$ cat src/rtl/sram_arb.sv
// sram_arb: shares one single-clock sram among NUM_REQ requesters.
// One access (read or write) is granted per cycle. Write data is registered so
// it lines up with the sram's one-cycle-late wdata sampling. Read data is
// returned with a one-hot tag two cycles after the grant. The whole RAM can
// optionally be zero-filled after reset (CLEAR_ON_RESET).
// Build option: define SRAM_ARB_FIXED_PRIO_EN for fixed priority (lowest index
// wins) instead of the default round-robin arbitration.
module sram_arb #(
  parameter int NUM_REQ        = 2,
  parameter int DATA_WIDTH     = 8,
  parameter int ADDR_WIDTH     = 8,
  parameter int RAM_DEPTH      = 1 << ADDR_WIDTH,
  parameter bit CLEAR_ON_RESET = 1'b1
) (
  input  logic                          clk,
  input  logic                          rst,
  input  logic [NUM_REQ-1:0]            req,
  input  logic [NUM_REQ-1:0]            we,
  input  logic [NUM_REQ*ADDR_WIDTH-1:0] addr,
  input  logic [NUM_REQ*DATA_WIDTH-1:0] wdata,
  output logic [NUM_REQ-1:0]            gnt,
  output logic [NUM_REQ-1:0]            rvalid,
  output logic [DATA_WIDTH-1:0]         rdata,
  output logic                          busy,
  output logic [ADDR_WIDTH-1:0]         s_radr,
  output logic                          s_ren,
  output logic [ADDR_WIDTH-1:0]         s_wadr,
  output logic                          s_wen,
  output logic [DATA_WIDTH-1:0]         s_wdata,
  input  logic [DATA_WIDTH-1:0]         s_rdata
);

  localparam int PTR_W = (NUM_REQ > 1) ? $clog2(NUM_REQ) : 1;
  localparam logic [ADDR_WIDTH-1:0] LAST_ADDR = ADDR_WIDTH'(RAM_DEPTH - 1);
  localparam logic [PTR_W-1:0]      LAST_REQ  = PTR_W'(NUM_REQ - 1);

  typedef enum logic {
    ST_CLEAR = 1'b0,
    ST_RUN   = 1'b1
  } state_t;

  state_t                  state_reg;
  logic [ADDR_WIDTH-1:0]   clr_cnt_reg;
  logic                    busy_reg;
  logic [DATA_WIDTH-1:0]   s_wdata_reg;
  logic [NUM_REQ-1:0]      rd_tag1_reg;
  logic [NUM_REQ-1:0]      rd_tag2_reg;

  logic [ADDR_WIDTH-1:0]   addr_arr  [NUM_REQ];
  logic [DATA_WIDTH-1:0]   wdata_arr [NUM_REQ];

  logic [PTR_W-1:0]        win_idx;
  logic                    win_vld;
  logic [PTR_W-1:0]        idx;
  logic                    run_ok;
  logic                    clear_ok;
  logic                    grant_any;
  logic                    grant_wr;
  logic                    grant_rd;

  // Unpack the per-requester buses and decode the one-hot grant
  genvar gi;
  generate
    for (gi = 0; gi < NUM_REQ; gi++) begin : g_req
      assign addr_arr[gi]  = addr[gi*ADDR_WIDTH +: ADDR_WIDTH];
      assign wdata_arr[gi] = wdata[gi*DATA_WIDTH +: DATA_WIDTH];
      assign gnt[gi]       = grant_any && (win_idx == PTR_W'(gi));
    end
  endgenerate

`ifdef SRAM_ARB_FIXED_PRIO_EN
  // Fixed priority: scan downward so the lowest requesting index is kept
  always_comb begin
    win_idx = '0;
    win_vld = 1'b0;
    idx     = '0;
    for (int j = NUM_REQ - 1; j >= 0; j--) begin
      idx = PTR_W'(j);
      if (req[idx]) begin
        win_idx = idx;
        win_vld = 1'b1;
      end
    end
  end
`else
  logic [PTR_W-1:0] rr_ptr_reg;
  logic [PTR_W:0]   sum;

  // Round-robin: scan offsets from the pointer downward so the smallest
  // offset (first requester at or after the pointer, wrapping) is kept
  always_comb begin
    win_idx = '0;
    win_vld = 1'b0;
    idx     = '0;
    sum     = '0;
    for (int j = NUM_REQ - 1; j >= 0; j--) begin
      sum = {1'b0, rr_ptr_reg} + (PTR_W+1)'(j);
      if (sum >= (PTR_W+1)'(NUM_REQ)) begin
        sum = sum - (PTR_W+1)'(NUM_REQ);
      end
      idx = sum[PTR_W-1:0];
      if (req[idx]) begin
        win_idx = idx;
        win_vld = 1'b1;
      end
    end
  end

  // Pointer advances past the winner on every grant, holds when idle
  always_ff @(posedge clk or posedge rst) begin
    if (rst) begin
      rr_ptr_reg <= '0;
    end else if (grant_any) begin
      rr_ptr_reg <= (win_idx == LAST_REQ) ? '0 : win_idx + PTR_W'(1);
    end
  end
`endif

  // Grants and sram strobes are suppressed during reset and CLEAR
  always_comb begin
    run_ok    = !rst && (state_reg == ST_RUN);
    clear_ok  = !rst && (state_reg == ST_CLEAR);
    grant_any = run_ok && win_vld;
    grant_wr  = grant_any && we[win_idx];
    grant_rd  = grant_any && !we[win_idx];
  end

  assign s_ren   = grant_rd;
  assign s_radr  = addr_arr[win_idx];
  assign s_wen   = clear_ok || grant_wr;
  assign s_wadr  = (state_reg == ST_CLEAR) ? clr_cnt_reg : addr_arr[win_idx];
  assign s_wdata = s_wdata_reg;
  assign rdata   = s_rdata;
  assign rvalid  = rd_tag2_reg;
  assign busy    = busy_reg;

  // Control FSM: sweep every address once in CLEAR, then stay in RUN
  always_ff @(posedge clk or posedge rst) begin
    if (rst) begin
      state_reg   <= CLEAR_ON_RESET ? ST_CLEAR : ST_RUN;
      clr_cnt_reg <= '0;
      busy_reg    <= CLEAR_ON_RESET;
    end else begin
      case (state_reg)
        ST_CLEAR: begin
          clr_cnt_reg <= clr_cnt_reg + ADDR_WIDTH'(1);
          if (clr_cnt_reg == LAST_ADDR) begin
            state_reg <= ST_RUN;
            busy_reg  <= 1'b0;
          end
        end
        ST_RUN: begin
          busy_reg <= 1'b0;
        end
        default: begin
          state_reg <= ST_RUN;
          busy_reg  <= 1'b0;
        end
      endcase
    end
  end

  // Write data lags the write strobe by one cycle; read tags follow the
  // sram's two-cycle read latency
  always_ff @(posedge clk or posedge rst) begin
    if (rst) begin
      s_wdata_reg <= '0;
      rd_tag1_reg <= '0;
      rd_tag2_reg <= '0;
    end else begin
      rd_tag1_reg <= grant_rd ? gnt : '0;
      rd_tag2_reg <= rd_tag1_reg;
      if (state_reg == ST_CLEAR) begin
        s_wdata_reg <= '0;
      end else if (grant_wr) begin
        s_wdata_reg <= wdata_arr[win_idx];
      end
    end
  end

endmodule

$ cat config.mk
export PLATFORM = sky130hd
export DESIGN_NAME = sram_arb
export DESIGN_NICKNAME = d
export VERILOG_FILES = /design/src/rtl/sram_arb.sv
export SDC_FILE = /design/constraint.sdc
export NUM_CORES = 1
export LEC_CHECK = 0
export CORE_MARGIN = 2
export CORE_UTILIZATION = 38
export CTS_BUF_LIST = sky130_fd_sc_hd__clkbuf_8
export CTS_CLUSTER_DIAMETER = 120
export DETAILED_ROUTE_END_ITERATION = 6
export GPL_ROUTABILITY_DRIVEN = 0
export PLACE_DENSITY = 0.87
export SLEW_MARGIN = 20
export SYNTH_ARGS = -nofsm -noshare
export SYNTH_HDL_FRONTEND = slang
export SYNTH_SLANG_ARGS = --single-unit
$ cat constraint.sdc
create_clock -name clk -period 2.6 [get_ports clk]
set_input_delay 0.78 -clock clk [delete_from_list [all_inputs] [get_ports clk]]
set_output_delay 0.78 -clock clk [all_outputs]
set_load 0.02 [all_outputs]
==> results of run 1 <==
[worst max-delay path by stage]
| stage | end | slack (ns) | cells after the start |
|---|---|---|---|
| after CTS | s_wadr[5] | -0.15 | 7 |
| after detailed placement | s_wadr[5] | -1.09 | 7 |
| after global routing | s_wadr[5] | -0.15 | 7 |
| after global placement | s_wadr[4] | -1.01 | 7 |
| after floorplan | s_wen | 0.04 | 5 |
| final | s_wadr[5] | -0.14 | 7 |
[cells by family (layout without fill, tap and decap cells)]
kind of cell,count (synthesis),in the layout,share of synthesized area [%]
multiplexers,33,33,30.07
flip-flops,23,23,42.14
XOR/XNOR,7,7,4.479
AO/OA/AOI/OAI,7,7,3.566
AND/OR/NAND/NOR,29,29,9.964
buffers and inverters,17,93,8.865
adder cells (fa/ha/maj),1,1,0.9139
[worst reg2reg max path, stage by stage, from the launching register on]
cell and delay [ns]:
dfrtp_1 0.42, o21ai_4 0.23, buf_12 0.17, buf_4 0.12
o22a_1 0.16, buf_4 0.11, buf_4 0.18, mux2i_1 0.20
[power groups by stage]
stage               Sequential, mW  Combinational [mW]  Clock [mW]
CTS                          0.357               0.151       0.224
global placement             0.364               0.152           0
floorplan                    0.365              0.0778           0
finish                       0.357               0.151       0.219
global route                 0.357               0.159       0.239
detailed placement           0.364               0.156           0
[layout make-up]
type / count / area [µm²]
Fill cell: 265 / 1210
Tap cell: 46 / 57.56
Inverter: 3 / 17.52
Clock inverter: 1 / 5.005
Timing Repair Buffer: 86 / 797.0
Multi-Input combinational cell: 77 / 684.4
Sequential cell: 23 / 576.8
Clock buffer: 3 / 41.29
[stage by stage]
stage,area [µm²],cells,setup TNS [ns],total power [mW]
after floorplan,1373,117,0,0.4423
after global placement,2133,233,-16.71,0.5169
after detailed placement,2133,233,-17.79,0.5209
after CTS,2180,238,-1.192,0.7326
after global routing,2180,239,-1.182,0.7556
final,2180,239,-1.060,0.7274
[what timing repair did]
item                       CTS  global route
pin swaps                    4             1
gates resized for setup    105             3
setup endpoints to repair   20            13
buffers inserted             1             1
[metal layers]
metal  wire, µm  vias to the layer above  global-route usage (%)
li1           -                      545                       -
met1       1340                      539                   18.63
met2       1802                       58                   32.81
met3        258                        8                   4.049
met4         66                        0                   5.707
met5          0                        -                       0
[cells in the final DEF, fill, tap and decap left out, types with 2 or more instances in the layout]
master / n
buf_4: 17
nor3_1: 3
nand2_1: 13
nand3_1: 2
mux2_4: 16
xnor2_1: 5
dfrtp_1: 22
buf_6: 8
xor2_1: 2
clkdlybuf4s15_2: 3
clkbuf_8: 3
buf_2: 8
mux2i_1: 16
clkdlybuf4s50_1: 43
dlygate4sd2_1: 4
nand4b_1: 2
nor2_1: 5
==> results.tsv, run 1 <==
stage	metric	value	unit
status	outcome	complete, but fails checks	
status	failing checks	negative setup slack	
clock_tree	CTS sink cnt	23	
yosys	number of flops mapped to enable cells by yosys	0	
setup_path	Worst Setup SP	req[0]	
clock_tree	CTS H-tree depth	1	
timing	post-route setup slack	-0.1378	ns
setup_path	Worst R2R End	s_wdata[6]	
hold_path	Hold EP	rvalid[1]	
yosys	Synth area leader	dfrtp_1	
floorplanning	core area	3390	µm²
power	NetSw	0.1689	mW
floorplanning	Die Y-Extent	64.02	µm
timing	worst slew pin tran	0.3215	ns
yosys	top cells by area, synth	dfrtp_1, mux2_4, mux2i_1	
setup_path	cell mode on critical path	mux2_4	
clock_tree	# hold bufs at CTS	0	
yosys	Async SR Flop Fraction	100.0	%
setup_path	critical path's slowest cell	mux2_4	
grt	total gr overflow	0	
setup_path	CP Max Fanout	8	
yosys	post-synthesis sequential area ratio	42.14	%
floorplanning	Starting Density	40.38	%
setup_path	max incr delay on CP	0.31	ns
setup_path	crit path buf inv count	4	
setup_path	Crit Reg-Reg Startpoint	rr_ptr_reg	
yosys	cell count after synthesis	117	
timing	fin. max-slew vios	0	
route	initial DRC count	18	
route	Post-DRT Antenna Nets	0	
hold_path	Hold Path Cell Cnt	0	
route	TritonRoute pass-1 iters	2	
timing	f_max	365.3	MHz
floorplanning	full die area	4098	µm²
grt	all-layer global routing usage	17.32	%
setup_path	crit-path leading delay family	multiplexers	
clock_tree	Reg clk slew, reported paths	0.08	ns
clock_tree	worst skew pair latency	0.26	ns
setup_path	r2r setup slk	0.93	ns
yosys	Avg Cell Area, Syn	11.70	µm²
hold_path	Hold WC Path Type	reg2reg	
setup_path	Critical Path Source Type	input pin	
timing	hold slack	0.3629	ns
setup_path	CP Capture Type	output pin	
power	Int Pwr	0.5585	mW
place	pre-CTS setup slack	-1.087	ns
timing	unrepaired setup endpoints after global routing	true	
clock_tree	CTS tree	built	
timing	Setup Viol. Count Final	9	
power	Peak VDD IR	171.8	µV
clock_tree	CTS Buf Count	3	
route	# DRC	0	
clock_tree	clock root buffer	clkbuf_8	
grt	vias in the first global route	1189	
grt	first-pass GRT wire length	5575	µm
setup_path	reg2reg path depth	7	
run	Max-cap violations	0	
power	Pwr Density	333.7	nW/µm²
setup_path	CP required	1.82	ns
timing	Fin. Hold Viols	0	
timing	period utilisation layout	105.3	%
place	post-DP HPWL	2626	µm
route	final wirelength	3467	µm
yosys	Ys Warns	0	
hold_path	origin of the worst min-delay path	rd_tag1_reg[1]	
yosys	Synth top area share	40.22	%
cells_and_area	P&R area growth vs syn	59.23	%
cells_and_area	ant diodes	0	
power	Clock power frac	30.2	%
route	Vias	1150	
floorplanning	Die Wd	64.02	µm
timing	fin crit period	2.738	ns
clock_tree	clock tree buffer depth	2	
grt	largest net degree at the start of global routing	26	
yosys	most instantiated library cell after synthesis	dfrtp_1	
setup_path	Setup CP Type	in2out	
power	power share of the sequential group	49.1	%
yosys	Syn Nets	164	
cells_and_area	post-layout util	64.30	%
route	Wirelength per Cell	14.51	µm
setup_path	CP Cell Sequence	buf_8 -> inv_4 -> o21ai_4 -> buf_12 -> mux2_4 -> mux2_4 -> buf_6	
timing	slew margin rel.	78.57	%
cells_and_area	layout cells sized above 1	35.23	%
setup_path	CP arrival	1.96	ns
route	Vias/cell	4.812	
yosys	Post-synth top cells	dfrtp_1, mux2_4, mux2i_1	
yosys	cell area after synthesis	1369	µm²
yosys	count of cell types in the netlist	27	
floorplanning	IO Pins	85	
power	switching share of total power	23.22	%
grt	initial antenna violation count	0	
floorplanning	Rows	21	
yosys	predominant post-synthesis flop cell	dfrtp_1	
power	Comb power frac	20.7	%
cells_and_area	fin nets	241	
place	PortBufs	68	
timing	clock skew	0.003637	ns
yosys	Synth Register Bits	23	
power	P_leak	1.062	nW
(Power assumes the default switching activity.)
==> run 2, diff against run 1 <==
CTS_CLUSTER_DIAMETER = 40   (was 120)
GPL_TIMING_DRIVEN = 0   (was default)
==> run 2 against run 1 <==
Against the previous run: the flow still finishes with violations (negative setup slack); die area stayed put; first-iteration DRC count is 78% lower; design area is 5.5% higher; power is 2.3% higher; sequential power hardly changed; fmax is 1.1% higher; clock-buffer cell count stayed put; final cell count is 5.9% higher; critical path type unchanged; largest power group unchanged; highest routed layer unchanged.
==> results.tsv, run 2 (synthesis results as in run 1) <==
stage	metric	value	unit
route	TritonRoute pass-1 iters	4	
floorplanning	Die Wd	64.02	µm
clock_tree	CTS Buf Count	3	
cells_and_area	fin cells	253	
place	placed insts	239	
place	PortBufs	76	
grt	total gr overflow	0	
setup_path	CP required	1.82	ns
power	Pwr Density	323.9	nW/µm²
timing	Fin. Hold Viols	0	
grt	all-layer global routing usage	18.04	%
place	Placement Cell Area	2191	µm²
floorplanning	IO Pins	85	
timing	Setup Viol. Count Final	8	
clock_tree	CTS sink cnt	23	
timing	f_max	369.2	MHz
power	P_leak	1.123	nW
route	Vias/cell	4.751	
floorplanning	core area	3390	µm²
clock_tree	# hold bufs at CTS	0	
timing	hold slack	0.3520	ns
run	Max-cap violations	0	
timing	clock skew	0.004152	ns
clock_tree	clock root buffer	clkbuf_8	
setup_path	critical path's slowest cell	mux2_4	
clock_tree	clock tree buffer depth	2	
route	# DRC	0	
cells_and_area	ant diodes	0	
clock_tree	CTS H-tree depth	1	
timing	period utilisation layout	104.2	%
clock_tree	worst skew pair latency	0.25	ns
floorplanning	full die area	4098	µm²
clock_tree	CTS tree	built	
timing	setup_tns	-0.7625	ns
timing	slew margin rel.	62.65	%
place	pre-CTS setup slack	-1.012	ns
setup_path	CP arrival	1.93	ns
cells_and_area	P&R area growth vs syn	67.92	%
cells_and_area	post-layout util	67.81	%
route	Wirelength per Cell	13.91	µm
timing	fin crit period	2.708	ns
status	outcome	complete, but fails checks	
cells_and_area	commonest non-fill, non-tap cell in the layout	clkdlybuf4s50_1	
setup_path	CP Cell Sequence	buf_8 -> inv_4 -> o21ai_4 -> buf_6 -> mux2_4 -> mux2_4 -> buf_6	
grt	initial antenna violation count	0	
cells_and_area	layout cells sized above 1	34.78	%
timing	worst slew pin tran	0.5603	ns
setup_path	CP Max Fanout	5	
cells_and_area	most frequent cells in the layout	clkdlybuf4s50_1, dfrtp_1, buf_4, mux2i_1, mux2_4	
cells_and_area	fin nets	255	
power	Pwr Total	0.7445	mW
status	failing checks	negative setup slack	
route	Vias	1202	
clock_tree	Reg clk slew, reported paths	0.08	ns
route	Post-DRT Antenna Nets	0	
route	final wirelength	3519	µm
floorplanning	Rows	21	
setup_path	CP Capture Type	output pin	
floorplanning	Starting Density	40.38	%
setup_path	crit path buf inv count	4	
grt	largest net degree at the start of global routing	13	
floorplanning	Die Y-Extent	64.02	µm
place	post-DP HPWL	2562	µm
cells_and_area	post-route cell area	2298	µm²
setup_path	crit-path leading delay family	multiplexers	
timing	unrepaired setup endpoints after global routing	true	
hold_path	Hold WC Path Type	reg2reg	
grt	first-pass GRT wire length	5927	µm
setup_path	max incr delay on CP	0.31	ns
setup_path	Critical Path Source Type	input pin	
timing	fin. max-slew vios	0	
timing	post-route setup slack	-0.1084	ns
grt	vias in the first global route	1329	
route	initial DRC count	4	
power	Peak VDD IR	198.6	µV
setup_path	Setup CP Type	in2out	
-- run 2: per-layer routing --
metal  GRT usage [%]  vias to the layer above  wire length, µm
met2           35.16                       69             1832
met3           3.697                        6              280
li1                -                      573                -
met1           20.00                      554             1355
met4           3.261                        0               51
met5               0                        -                0
-- run 2: worst paths after layout --
kind,start,endpoint,slack [ns],cells past startpoint
max,req[0],s_wadr[6],-0.11,7
min,rd_tag1_reg[1],rvalid[1],0.35,0
max reg2reg,rr_ptr_reg,s_wdata[0],1.11,6
min reg2reg,rd_tag1_reg[1],rvalid[1],0.35,0
max in group asynchronous,rst,busy,1.74,2
min in group asynchronous,rst,clr_cnt_reg[1],0.54,2
-- run 2: layout make-up --
class                           instances  area, µm²
Clock inverter                          1      3.754
Inverter                                3      17.52
Timing Repair Buffer                   85      797.0
Sequential cell                        23      576.8
Buffer                                 14      110.1
Tap cell                               46      57.56
Fill cell                             241       1091
Timing Repair inverter                  1      5.005
Clock buffer                            3      41.29
Multi-Input combinational cell         77      689.4
-- run 2: worst register-to-register path: stages (launching register included) --
cell and delay [ns]:
dfrtp_1 0.44, o21ai_4 0.22, buf_6 0.16, buf_4 0.12, buf_6 0.16, mux2i_1 0.20
mux2i_1 0.08
-- run 2: repair_timing --
action,4_1_cts,5_1_grt
setup buffers,6,2
gates cloned,2,0
endpoints found under the setup margin,20,10
pin swaps,2,3
resized for setup,109,12
-- run 2: report_power, final --
part,switching [mW],internal (mW)
Clock,0.105,0.105
Combinational,0.0693,0.108
Sequential,0,0.357
==> run 3, diff against run 2 <==
CORE_MARGIN = 1   (was 2)
==> run 3 against run 2 <==
Against the previous run: the run still ends with negative setup slack left; worst setup slack worse by 0.0071 ns; combinational power about the same; clock power about the same; final cell count is 0.40% lower; critical endpoint unchanged.
==> results.tsv, run 3 (synthesis results as in run 1) <==
stage	metric	value	unit
status	outcome	complete, but fails checks	
status	failing checks	negative setup slack	
clock_tree	CTS H-tree depth	1	
timing	slew margin rel.	62.56	%
timing	hold slack	0.3513	ns
clock_tree	Reg clk slew, reported paths	0.08	ns
floorplanning	Rows	21	
setup_path	Crit Reg-Reg Startpoint	state_reg	
power	Peak VDD IR	193.4	µV
floorplanning	Die Wd	62.02	µm
setup_path	critical path's slowest cell	mux2_4	
setup_path	max incr delay on CP	0.32	ns
cells_and_area	layout cells sized above 1	34.47	%
timing	Fin. Hold Viols	0	
cells_and_area	P&R area growth vs syn	68.65	%
clock_tree	worst skew pair latency	0.25	ns
timing	post-route setup slack	-0.1155	ns
setup_path	CP Max Fanout	5	
hold_path	Hold Path Cell Cnt	0	
timing	fin crit period	2.715	ns
cells_and_area	fin nets	254	
power	P_leak	1.119	nW
clock_tree	# hold bufs at CTS	0	
clock_tree	clock root buffer	clkbuf_8	
setup_path	CP Cell Sequence	buf_8 -> inv_4 -> o21ai_4 -> buf_6 -> mux2_4 -> mux2_4 -> buf_6	
floorplanning	full die area	3846	µm²
setup_path	Worst R2R End	s_wdata[6]	
setup_path	Critical Path Source Type	input pin	
grt	initial antenna violation count	0	
route	Vias	1231	
setup_path	r2r setup slk	1.10	ns
setup_path	reg2reg path depth	7	
clock_tree	clock tree buffer depth	2	
setup_path	CP required	1.82	ns
floorplanning	core area	3390	µm²
timing	clock skew	0.003971	ns
power	Pwr Total	0.7496	mW
timing	f_max	368.3	MHz
setup_path	CP arrival	1.94	ns
route	Wirelength per Cell	14.14	µm
clock_tree	CTS Buf Count	3	
hold_path	Hold WC Path Type	reg2reg	
grt	all-layer global routing usage	18.89	%
place	post-DP HPWL	2583	µm
hold_path	origin of the worst min-delay path	rd_tag1_reg[0]	
route	# DRC	0	
timing	unrepaired setup endpoints after global routing	true	
setup_path	Setup CP Type	in2out	
setup_path	CP Capture Type	output pin	
timing	worst slew pin tran	0.5586	ns
clock_tree	CTS sink cnt	23	
route	Post-DRT Antenna Nets	0	
route	final wirelength	3564	µm
hold_path	Hold EP	rvalid[0]	
cells_and_area	ant diodes	0	
run	Max-cap violations	0	
timing	period utilisation layout	104.4	%
grt	vias in the first global route	1227	
cells_and_area	commonest non-fill, non-tap cell in the layout	clkdlybuf4s50_1	
route	Vias/cell	4.885	
route	TritonRoute pass-1 iters	4	
power	Pwr Density	324.7	nW/µm²
clock_tree	CTS tree	built	
place	PortBufs	76	
cells_and_area	most frequent cells in the layout	clkdlybuf4s50_1, dfrtp_1, buf_4, mux2i_1, mux2_4	
grt	total gr overflow	0	
grt	first-pass GRT wire length	5244	µm
grt	largest net degree at the start of global routing	13	
floorplanning	Starting Density	40.38	%
route	initial DRC count	12	
timing	Setup Viol. Count Final	8	
floorplanning	Die Y-Extent	62.02	µm
timing	fin. max-slew vios	0	
floorplanning	IO Pins	85	
[run 3: worst max-delay path, delay by kind of cell]
family	cells	cell delay, ns
buffers and inverters	4	0.41
AO/OA/AOI/OAI	1	0.16
multiplexers	2	0.58
[run 3: layer usage]
| metal | routed length [µm] | vias to the layer above | track usage, % |
|---|---|---|---|
| met2 | 1845 | 72 | 35.71 |
| met5 | 0 | - | 0 |
| met1 | 1342 | 583 | 20.76 |
| met3 | 285 | 8 | 3.520 |
| li1 | - | 568 | - |
| met4 | 91 | 0 | 6.984 |
[run 3: worst max-delay path by stage]
stage	start	to	slack [ns]
CTS	req[0]	s_wadr[0]	-0.13
floorplan	rst	s_wen	0.04
global placement	req[0]	s_wadr[0]	-0.96
detailed placement	req[0]	s_wadr[0]	-1.01
finish	req[0]	s_wadr[6]	-0.12
global route	req[0]	s_wadr[6]	-0.15
[run 3: report_power, final]
| group | internal [mW] | switching, mW | total (mW) | leakage, nW |
|---|---|---|---|---|
| sequential | 0.357 | 0 | 0.357 | 0.303 |
| combinational | 0.108 | 0.0713 | 0.180 | 0.789 |
| clock | 0.105 | 0.108 | 0.213 | 0.0269 |
| total | 0.571 | 0.179 | 0.750 | 1.12 |
[run 3: timing repair]
action,in CTS,in global routing
setup endpoints to repair,20,18
hold endpoints to repair,0,0
gates cloned,2,0
resized for setup,106,11
pin swaps,1,2
setup buffers,6,1
[run 3: cell type report]
| class | instances | area, µm² |
|---|---|---|
| Fill cell | 250 | 1081 |
| Timing Repair Buffer | 84 | 795.8 |
| Multi-Input combinational cell | 77 | 689.4 |
| Sequential cell | 23 | 576.8 |
| Buffer | 14 | 121.4 |
| Tap cell | 46 | 57.56 |
| Clock buffer | 3 | 41.29 |
| Inverter | 3 | 17.52 |
| Timing Repair inverter | 1 | 5.005 |
| Clock inverter | 1 | 3.754 |
[run 3: through the flow]
| stage | setup slack, ns | utilization (%) | instance area [µm²] | std cells | setup TNS [ns] |
|---|---|---|---|---|---|
| after floorplan | 0.03828 | - | 1373 | 117 | 0 |
| after global placement | -0.9553 | 64.64 | 2191 | 239 | -16.40 |
| after detailed placement | -1.007 | 64.64 | 2191 | 239 | -17.43 |
| after CTS | -0.1324 | 68.51 | 2322 | 251 | -0.9837 |
| after global routing | -0.1460 | 68.11 | 2308 | 252 | -1.027 |
| final | -0.1155 | 68.11 | 2308 | 252 | -0.7899 |
